===== config.mk =====
export PLATFORM = sky130hd
export DESIGN_NAME = cpu_seq_flat
export DESIGN_NICKNAME = d
export VERILOG_FILES = /design/src/rtl/cpu_seq_pkg.sv /design/src/rtl/cpu_seq_if.sv /design/src/rtl/cpu_seq_op_classify.sv /design/src/rtl/cpu_seq.sv /design/src/flat_wrapper.sv
export SDC_FILE = /design/constraint.sdc
export NUM_CORES = 1
export LEC_CHECK = 0
export CORE_MARGIN = 3
export CORE_UTILIZATION = 45
export DETAILED_ROUTE_END_ITERATION = 16
export PLACE_DENSITY = 0.76
export SKIP_LAST_GASP = 1
export SYNTH_ARGS = -nofsm -noshare
export SYNTH_HDL_FRONTEND = slang
export SYNTH_SLANG_ARGS = --single-unit

===== constraint.sdc =====
create_clock -name clock -period 1.6 [get_ports clock]
set_input_delay 0.32 -clock clock [delete_from_list [all_inputs] [get_ports clock]]
set_output_delay 0.32 -clock clock [all_outputs]
set_load 0.02 [all_outputs]

===== src/rtl/cpu_seq_pkg.sv =====
// Shared types and constants for the RV32I multi-cycle control sequencer.
package cpu_seq_pkg;

    typedef enum logic [2:0] {
        IDLE,
        FETCH,
        DECODE,
        EXEC,
        MEM,
        WB,
        HALT,
        FAULT
    } state_e;

    typedef enum logic [3:0] {
        OP,
        OPIMM,
        LOAD,
        STORE,
        BRANCH,
        JAL,
        LUI,
        SYSTEM,
        ILLEGAL
    } opclass_e;

    // RV32I major opcodes (instr[6:0])
    localparam logic [6:0] OPC_OP     = 7'b0110011;
    localparam logic [6:0] OPC_OPIMM  = 7'b0010011;
    localparam logic [6:0] OPC_LOAD   = 7'b0000011;
    localparam logic [6:0] OPC_STORE  = 7'b0100011;
    localparam logic [6:0] OPC_BRANCH = 7'b1100011;
    localparam logic [6:0] OPC_JAL    = 7'b1101111;
    localparam logic [6:0] OPC_LUI    = 7'b0110111;
    localparam logic [6:0] OPC_SYSTEM = 7'b1110011;

    // Write-back source select
    localparam logic [1:0] WB_ALU = 2'd0;
    localparam logic [1:0] WB_MEM = 2'd1;
    localparam logic [1:0] WB_PC4 = 2'd2;
    localparam logic [1:0] WB_IMM = 2'd3;

    // Classes whose ALU B operand is the immediate
    function automatic logic uses_imm(input opclass_e c);
        return (c == OPIMM) || (c == LOAD) || (c == STORE) || (c == LUI);
    endfunction

endpackage


===== src/rtl/cpu_seq_if.sv =====
// Request/ready handshake bundle between the sequencer and the instruction
// and data memories.
interface cpu_seq_if;
    logic imem_req;
    logic imem_rdy;
    logic dmem_req;
    logic dmem_we;
    logic dmem_rdy;

    modport master (
        output imem_req,
        input  imem_rdy,
        output dmem_req,
        output dmem_we,
        input  dmem_rdy
    );

    modport slave (
        input  imem_req,
        output imem_rdy,
        input  dmem_req,
        input  dmem_we,
        output dmem_rdy
    );
endinterface


===== src/rtl/cpu_seq_op_classify.sv =====
// Combinational RV32I opcode classifier, shared by sequencer and decoder.
module op_classify
    import cpu_seq_pkg::*;
(
    input  logic [6:0] i_opcode,
    output opclass_e   o_class
);

    // Map the major opcode onto its instruction class
    always_comb begin
        o_class = ILLEGAL;
        case (i_opcode)
            OPC_OP:     o_class = OP;
            OPC_OPIMM:  o_class = OPIMM;
            OPC_LOAD:   o_class = LOAD;
            OPC_STORE:  o_class = STORE;
            OPC_BRANCH: o_class = BRANCH;
            OPC_JAL:    o_class = JAL;
            OPC_LUI:    o_class = LUI;
            OPC_SYSTEM: o_class = SYSTEM;
            default:    o_class = ILLEGAL;
        endcase
    end

endmodule


===== src/rtl/cpu_seq.sv =====
// Multi-cycle FETCH/DECODE/EXEC/MEM/WB control sequencer with memory
// handshake timeout and retired-instruction counter.
module cpu_seq
    import cpu_seq_pkg::*;
#(
    parameter int TO_CYCLES = 16,
    parameter int CNT_W     = $clog2(TO_CYCLES)
) (
    input  logic        clock,
    input  logic        reset,
    input  logic        run,
    input  logic        clr,
    input  logic [6:0]  opcode,
    input  logic        branch_taken,
    cpu_seq_if.master   mem,
    output logic        ir_load,
    output logic        pc_incr,
    output logic        pc_load,
    output logic        regw,
    output logic        imm,
    output logic [1:0]  wb_sel,
    output logic        busy,
    output logic        halted,
    output logic        fault,
    output logic [31:0] instret
);

    state_e             r_state;
    state_e             w_next;
    opclass_e           r_cls;
    opclass_e           w_dec_cls;
    logic [CNT_W-1:0]   r_wcnt;
    logic [31:0]        r_instret;
    logic               w_retire;
    logic               w_last_wait;

    op_classify u_classify (
        .i_opcode (opcode),
        .o_class  (w_dec_cls)
    );

    // Final permitted wait cycle: a missing rdy here means the memory is stuck
    assign w_last_wait = (r_wcnt == CNT_W'(TO_CYCLES - 1));

    // Next-state and Moore-style output decode; rdy-qualified pulses fire in
    // the accepting cycle so the IR/PC capture on the transition edge
    always_comb begin
        w_next       = r_state;
        w_retire     = 1'b0;
        mem.imem_req = 1'b0;
        mem.dmem_req = 1'b0;
        mem.dmem_we  = 1'b0;
        ir_load      = 1'b0;
        pc_incr      = 1'b0;
        pc_load      = 1'b0;
        regw         = 1'b0;
        imm          = 1'b0;
        wb_sel       = WB_ALU;
        case (r_state)
            IDLE: begin
                if (run) w_next = FETCH;
            end
            FETCH: begin
                mem.imem_req = 1'b1;
                if (mem.imem_rdy) begin
                    ir_load = 1'b1;
                    w_next  = DECODE;
                end else if (w_last_wait) begin
                    w_next = FAULT;
                end
            end
            DECODE: begin
                case (w_dec_cls)
                    SYSTEM:  w_next = HALT;
                    ILLEGAL: w_next = FAULT;
                    default: w_next = EXEC;
                endcase
            end
            EXEC: begin
                imm = uses_imm(r_cls);
                if (r_cls == LOAD || r_cls == STORE) begin
                    w_next = MEM;
                end else if (r_cls == BRANCH) begin
                    w_retire = 1'b1;
                    if (branch_taken) pc_load = 1'b1;
                    else              pc_incr = 1'b1;
                end else begin
                    w_next = WB;
                end
            end
            MEM: begin
                mem.dmem_req = 1'b1;
                mem.dmem_we  = (r_cls == STORE);
                if (mem.dmem_rdy) begin
                    if (r_cls == STORE) begin
                        w_retire = 1'b1;
                        pc_incr  = 1'b1;
                    end else begin
                        w_next = WB;
                    end
                end else if (w_last_wait) begin
                    w_next = FAULT;
                end
            end
            WB: begin
                regw     = 1'b1;
                w_retire = 1'b1;
                case (r_cls)
                    LOAD:    wb_sel = WB_MEM;
                    JAL:     wb_sel = WB_PC4;
                    LUI:     wb_sel = WB_IMM;
                    default: wb_sel = WB_ALU;
                endcase
                if (r_cls == JAL) pc_load = 1'b1;
                else              pc_incr = 1'b1;
            end
            HALT, FAULT: begin
                if (clr) w_next = IDLE;
            end
            default: w_next = IDLE;
        endcase
        // Retiring always chains straight into the next fetch when run is up
        if (w_retire) w_next = run ? FETCH : IDLE;
    end

    // State register
    always_ff @(posedge clock or negedge reset) begin
        if (!reset) r_state <= IDLE;
        else        r_state <= w_next;
    end

    // Opcode class captured in DECODE and held until the instruction retires
    always_ff @(posedge clock or negedge reset) begin
        if (!reset)                 r_cls <= OP;
        else if (r_state == DECODE) r_cls <= w_dec_cls;
    end

    // Handshake wait counter: restarts on every state change, counts stalls
    always_ff @(posedge clock or negedge reset) begin
        if (!reset)
            r_wcnt <= '0;
        else if (w_next != r_state)
            r_wcnt <= '0;
        else if (r_state == FETCH || r_state == MEM)
            r_wcnt <= r_wcnt + CNT_W'(1);
    end

    // Retired-instruction counter, free-running wrap
    always_ff @(posedge clock or negedge reset) begin
        if (!reset)        r_instret <= '0;
        else if (w_retire) r_instret <= r_instret + 32'd1;
    end

    assign instret = r_instret;
    assign busy    = !(r_state == IDLE || r_state == HALT || r_state == FAULT);
    assign halted  = (r_state == HALT);
    assign fault   = (r_state == FAULT);

endmodule

===== src/flat_wrapper.sv =====
// flat-port wrapper written by rule: the top's interface ports become plain ports
module cpu_seq_flat import cpu_seq_pkg::*;
#(
    parameter int TO_CYCLES = 16,
    parameter int CNT_W     = $clog2(TO_CYCLES)
)
  (clock, reset, run, clr, opcode, branch_taken, ir_load, pc_incr, pc_load, regw, imm, wb_sel, busy, halted, fault, instret, mem_imem_req, mem_imem_rdy, mem_dmem_req, mem_dmem_we, mem_dmem_rdy);
  cpu_seq_if mem_i ();
  input  logic clock;
  input  logic reset;
  input  logic run;
  input  logic clr;
  input  logic [6:0] opcode;
  input  logic branch_taken;
  output logic ir_load;
  output logic pc_incr;
  output logic pc_load;
  output logic regw;
  output logic imm;
  output logic [1:0] wb_sel;
  output logic busy;
  output logic halted;
  output logic fault;
  output logic [31:0] instret;
  output wire logic [$bits(mem_i.imem_req)-1:0] mem_imem_req;
  input wire logic [$bits(mem_i.imem_rdy)-1:0] mem_imem_rdy;
  output wire logic [$bits(mem_i.dmem_req)-1:0] mem_dmem_req;
  output wire logic [$bits(mem_i.dmem_we)-1:0] mem_dmem_we;
  input wire logic [$bits(mem_i.dmem_rdy)-1:0] mem_dmem_rdy;
  assign mem_imem_req = mem_i.imem_req;
  assign mem_i.imem_rdy = mem_imem_rdy;
  assign mem_dmem_req = mem_i.dmem_req;
  assign mem_dmem_we = mem_i.dmem_we;
  assign mem_i.dmem_rdy = mem_dmem_rdy;
  cpu_seq #(.TO_CYCLES(TO_CYCLES), .CNT_W(CNT_W)) u_core (.clock(clock), .reset(reset), .run(run), .clr(clr), .opcode(opcode), .branch_taken(branch_taken), .mem(mem_i), .ir_load(ir_load), .pc_incr(pc_incr), .pc_load(pc_load), .regw(regw), .imm(imm), .wb_sel(wb_sel), .busy(busy), .halted(halted), .fault(fault), .instret(instret));
endmodule

# Yosys cells after proc, flatten, opt, wreduce, memory -nomap -nowiden
# Index checks and enable logic that the tools add are counted.
# Widths: inputs -> output; s select.
[word_totals]
wordCells = 81
output_inout_bits = 45
ff_bits = 43
[op_classes]
n_eq_ne = 25
reduce_logical = 11
muxes = 39
add_sub_neg = 2
[ops]
columns = ["cell", "n"]
rows = [
  ["$add 32x1->32 const B", 1],
  ["$pmux 4 s8", 1],
  ["$mux 3", 9],
  ["$eq 7x6->1 const B", 3],
  ["$eq 7x7->1 const B", 3],
  ["$mux 1", 20],
  ["$pmux 3 s6", 1],
  ["$eq 4x3->1 const B", 4],
  ["$eq 3x3->1 const B", 4],
  ["$eq 4x2->1 const B", 2],
  ["$eq 4x4->1 const B", 2],
  ["$mux 4", 2],
  ["$eq 7x2->1 const B", 1],
  ["$eq 7x5->1 const B", 1],
  ["$logic_or 1x1->1", 7],
  ["$eq 3x2->1 const B", 2],
  ["$pmux 1 s3", 2],
  ["$pmux 2 s3", 1],
  ["$pmux 3 s2", 1],
  ["$add 4x1->4 const B", 1],
  ["$eq 4x1->1 const B", 1],
  ["$eq 3x1->1 const B", 1],
  ["$logic_not 3->1", 1],
  ["$ne 3x3->1", 1],
  ["other kinds (5)", 5],
]

# Longest topological paths before layout
[logic_depth]
word_depth = 8
ltp_mapped = 8

# Cells and area by module
# From an unflattened synthesis, not the netlist that was laid out.
[hier_totals]
hier_cells = 261
area_unflattened_um2 = 2514.9
[modules_own_cells]
columns = ["module", "seq_area_each_um2", "area_per_inst_um2", "cells_each", "n_inst"]
rows = [
  ["cpu_seq", 1076.0, 2369.8, 237, 1],
  ["op_classify", 0.0, 145.1, 24, 1],
]

# Least setup slack after synthesis
# OpenSTA, ideal clock, no wires.
[synth_path]
path_kind = "reg-to-reg"
start = "register u_core.r_instret[0], in the netlist u_core.instret[0]"
end = "register u_core.r_instret[26], in the netlist u_core.instret[26]"
path_buffers = 0
path_stages_with_launch = 7
setup_slack_ns = -0.254
t_arrival_ns = 1.774
setup_ns = 0.080
cell_sequence = "dfrtp_1 > ha_1 > nand3_1 > nor4_1 > o2111ai_1 > nor2_1 > xor2_1"
[synth_between]
elab_chain_len = 1
[synth_rtl]
columns = ["element", "line_no", "rtl"]
rows = [
  ["start, declared", "cpu_seq.sv:33", "logic [31:0] r_instret;"],
  ["start signal, assigned", "cpu_seq.sv:151", "else if (w_retire) r_instret <= r_instret + 32'd1;"],
  ["$add 32x1->32", "cpu_seq.sv:151", ""],
]
# Every way passes these cells.
# A chain may end at the register's enable or synchronous reset.

# Final worst setup path
[layout_path]
start = "register u_core.r_state[2]"
end = "register u_core.r_instret[25], in the netlist u_core.instret[25]"
[layout_between]
elab_chain_len = 2
word_cells_on_any_way = 4
cone_classes = "3 x eq/ne; 1 x mux"
[layout_rtl]
columns = ["element", "line_no", "rtl"]
rows = [
  ["start, declared", "cpu_seq.sv:28", "state_e r_state;"],
  ["start signal, assigned", "cpu_seq.sv:129", "else r_state <= w_next;"],
  ["$eq 3x3->1 / $eq 3x2->1 (equally long branches)", "cpu_seq.sv:59", "case (r_state)"],
  ["$pmux 1 s3 *", "cpu_seq.sv:59", ""],
]
# Mark *: on every way between the ends. The rest lies on a longest branch, timed or not.

==> impl_results.md <==
- Failing checks: negative setup slack
- Worst path arrival time: 2.18 ns
- Share of the synthesized area in the top cell type: ~42%
- WS Path Type: reg2reg
- Highest Clock Rate: between 0.4 and 0.5 GHz
- Status: finished, violations left
- Post-synthesis simple-gate area fraction: 26.2%
- CTS tree: built
- Post-place setup slack: -0.486 ns
- Largest family of logic cells by synthesized area: simple AND/OR/NAND/NOR gates
- Clk pwr share: 12.1%
- Initial antenna violation count: 0
- Grt total ovfl: 0
- Die area: between 6000 and 7000 um^2
- Metal1 wirelength: approximately 3700 um
- EDFF count, synth: 0
- Synth cell types: 59
- Sw Share: between 40% and 50%
- Avg Inst Size Synth: 9.56 um^2
- Worst setup EP type: flip-flop
- Reg power frac: 25.8%
- DRT iter0 DRCs: about 250
- Vias in the first global route: 2719
- Routed vias/inst: 5.81
- Nets: 449
- Post-synthesis xor/xnor area fraction: 12.4%
- Total GRT Usage: between 20% and 30%
- Endpoints failing hold: 0
- Max-slew violations: 0
- Synth Net Count: approximately 280
- Max transition margin: 64.8%
- Top routing layer used: met4
- Clk Tree Root Cell: clkbuf_8
- Hpwl dp: 5300 um
- Pint: 0.00335 W
- Type of the most critical hold path: reg2reg
- Compound-Gate Fraction of Synth Area: between 10 and 15%
- Sequential element share of the synthesized area: 42.5%
- Share of flip-flops with an asynchronous set or reset: 100%
- Post-synthesis adder-cell area fraction: 0.988%
- Area of the multi-input gates: 1660 um^2
- Post-route setup slack: -0.404 ns
- Crit share post-route: 125%
- Area contributors post-synth: dfrtp_1 (42%), xnor2_1 (6.6%), xor2_1 (5.9%)
- Fin cells: around 500
- H-tree depth: 2
- Layout cells sized above 1: about 50%
- #FFs+latches synth: 43
- Post-DR wirelength/cell: 19.6 um
- Metal3 WL: 548 um
- Crit Path Max Fanout: 6
- Initial Utilization: 48.1%
- Antenna Cells: 0
- Leak pwr: between 2 and 2.5 nW
- Syn Std Cell Area: 2530 um^2
- Post-layout util: 84.5%
- Total power draw: roughly 0.0056 W
- Commonest cells in the netlist: dfrtp_1 (43), nor2_1 (25), nand2_1 (23)
- RSZ-0062 raised after global routing: yes
- Worst setup path start: u_core.r_state[2]
- Die X: 81.0 um
- Gate power share: between 60% and 70%
- Final setup fails: between 50 and 60
- Power Density: 1270 nW/um^2
- Port bufs: 58
- Cts bufs inserted: 5
- Worst Max-Slew Pin Slew: 0.527 ns
- Worst ir drop on vdd: 0.894 mV
- CP Launch Type: flip-flop
- Total number of vias: 2927
- Max Root-Sink Buffers: 2
- Top cell type by total area after synthesis: dfrtp_1
- Dpl cells: 465
- Hold_sp: u_core.instret[31]
- Sw Pwr: 0.00229 W
- Synth Instances: ~270
- Main flop type after synthesis: dfrtp_1
- Worst r2r src: u_core.r_state[2]
- Sequential Area: between 1000 and 1500 um^2
- Final Skew: 0.00758 ns
- Req. time, crit path: 1.78 ns
- ANT nets after route: 0
- Post-Route WL: 9870 um
- WHS: 0.500 ns
- Top-count cell post-synth: dfrtp_1
- Pre-Repair DR Iteration Count: 4
- Max-capacitance violation count: 0
- Clk slew on worst S/H paths: ~0.090 ns
- Wire length of the first global-routing pass: roughly 12000 um
- # rows: 26
- I/O pin cnt: 59
- Fillers: 262
- Final GP Congestion: 0.797
- Remaining DRCs: 0
- Layout area overhead: 75.8%
- WL met2: 5130 um
- Multiplexer share of the synthesized area: 1.23%
- Core footprint: roughly 5300 um^2
- Die outline height: 81.0 um
- Minimum clock period: 2.00 ns
- Clk Latency, worst-skew pair: ~0.30 ns
- Sink Count: 43
- Pin count of the biggest net entering global routing: 44
- Yosys warns: 0
==> cell usage in the layout, fill, tap and decap left out, drive strengths merged, types with 3 or more instances in the layout <==
| master | instances |
|---|---|
| clkdlybuf4s50 | 12 |
| dfrtp | 43 |
| buf | 129 |
| nand2 | 23 |
| nor3 | 16 |
| a211oi | 3 |
| xnor2 | 19 |
| inv | 10 |
| o2111ai | 3 |
| a21oi | 6 |
| dlymetal6s2s | 3 |
| xor2 | 17 |
| and3 | 8 |
| dlygate4sd2 | 28 |
| nand2b | 3 |
| nor2b | 3 |
| nor2 | 25 |
| clkinv | 3 |
| o21ai | 7 |
| clkbuf | 5 |
| o31ai | 3 |
| nor4 | 4 |
| nand3 | 13 |
| nand4 | 7 |
==> cell type report <==
class                      count  share of cell area, %
clock buffer                   5                   1.54
tap                           70                   1.97
multi-input combinational    200                   37.2
clock inverter                 3                  0.337
inverter                      10                  0.843
sequential                    43                   24.7
timing repair buffer         173                   33.4
==> critical path: stages (launching register included) <==
cell and delay [ns]:
dfrtp_2 0.49, buf_6 0.16, nand3b_1 0.19, buf_6 0.16, o21ai_4 0.08, buf_6 0.14
o211ai_4 0.38, nor3_4 0.10, xor2_1 0.18
==> sequential cells by signal (all words and copies together), names as in the netlist <==
signal	cells
u_core.r_state	3
u_core.r_wcnt	4
u_core.r_cls	4
u_core.instret	32
==> routing by layer <==
layer  global-route usage [%]  vias to the layer above
met5                        0                        -
met3                     4.88                       50
li1                         -                     1280
met1                     30.0                     1442
met4                     7.43                        0
met2                     42.2                      155
==> final timing paths <==
path,slack [ns],cells after the start,endpoint
max,-0.40,8,u_core.instret[25]
min,0.50,1,u_core.instret[31]
max reg2reg,-0.40,8,u_core.instret[25]
min reg2reg,0.50,1,u_core.instret[31]
max in group asynchronous,0.85,3,u_core.r_state[1]
min in group asynchronous,0.52,3,u_core.instret[12]
==> power groups by stage <==
stage                     registers (W)  logic, W  clock network [W]
after floorplan                 0.00152   0.00125                  0
after global placement          0.00142   0.00246                  0
after detailed placement        0.00142   0.00252                  0
after CTS                       0.00142   0.00273           0.000679
after global routing            0.00146   0.00368           0.000734
final                           0.00145   0.00350           0.000685
==> cells by family (layout without fill, tap and decap cells) <==
kind of cell / Yosys count / count (layout)
flip-flops: 43 / 43
adder cells (fa/ha/maj): 2 / 2
AO/OA/AOI/OAI: 39 / 39
multiplexers: 3 / 3
XOR/XNOR: 36 / 36
buffers and inverters: 22 / 191
AND/OR/NAND/NOR: 120 / 120
==> repair_timing <==
| item | 4_1_cts | 5_1_grt |
|---|---|---|
| setup buffers | 8 | 22 |
| setup endpoints to repair | 82 | 56 |
| resized for setup | 125 | 54 |
| pin swaps | 17 | 31 |
| endpoints found under the hold margin | 34 | 0 |
| hold buffers | 1 | 0 |
==> through the flow <==
| stage | instance area, um^2 | setup TNS, ns |
|---|---|---|
| 3_3_place_gp | 3880 | -17.10 |
| 5_1_grt | 4450 | -16.65 |
| 3_5_place_dp | 3880 | -19.11 |
| 4_1_cts | 4090 | -9.05 |
| 2_1_floorplan | 2670 | -0.782 |
| 6_report | 4450 | -14.02 |
(Power assumes the default switching activity.)
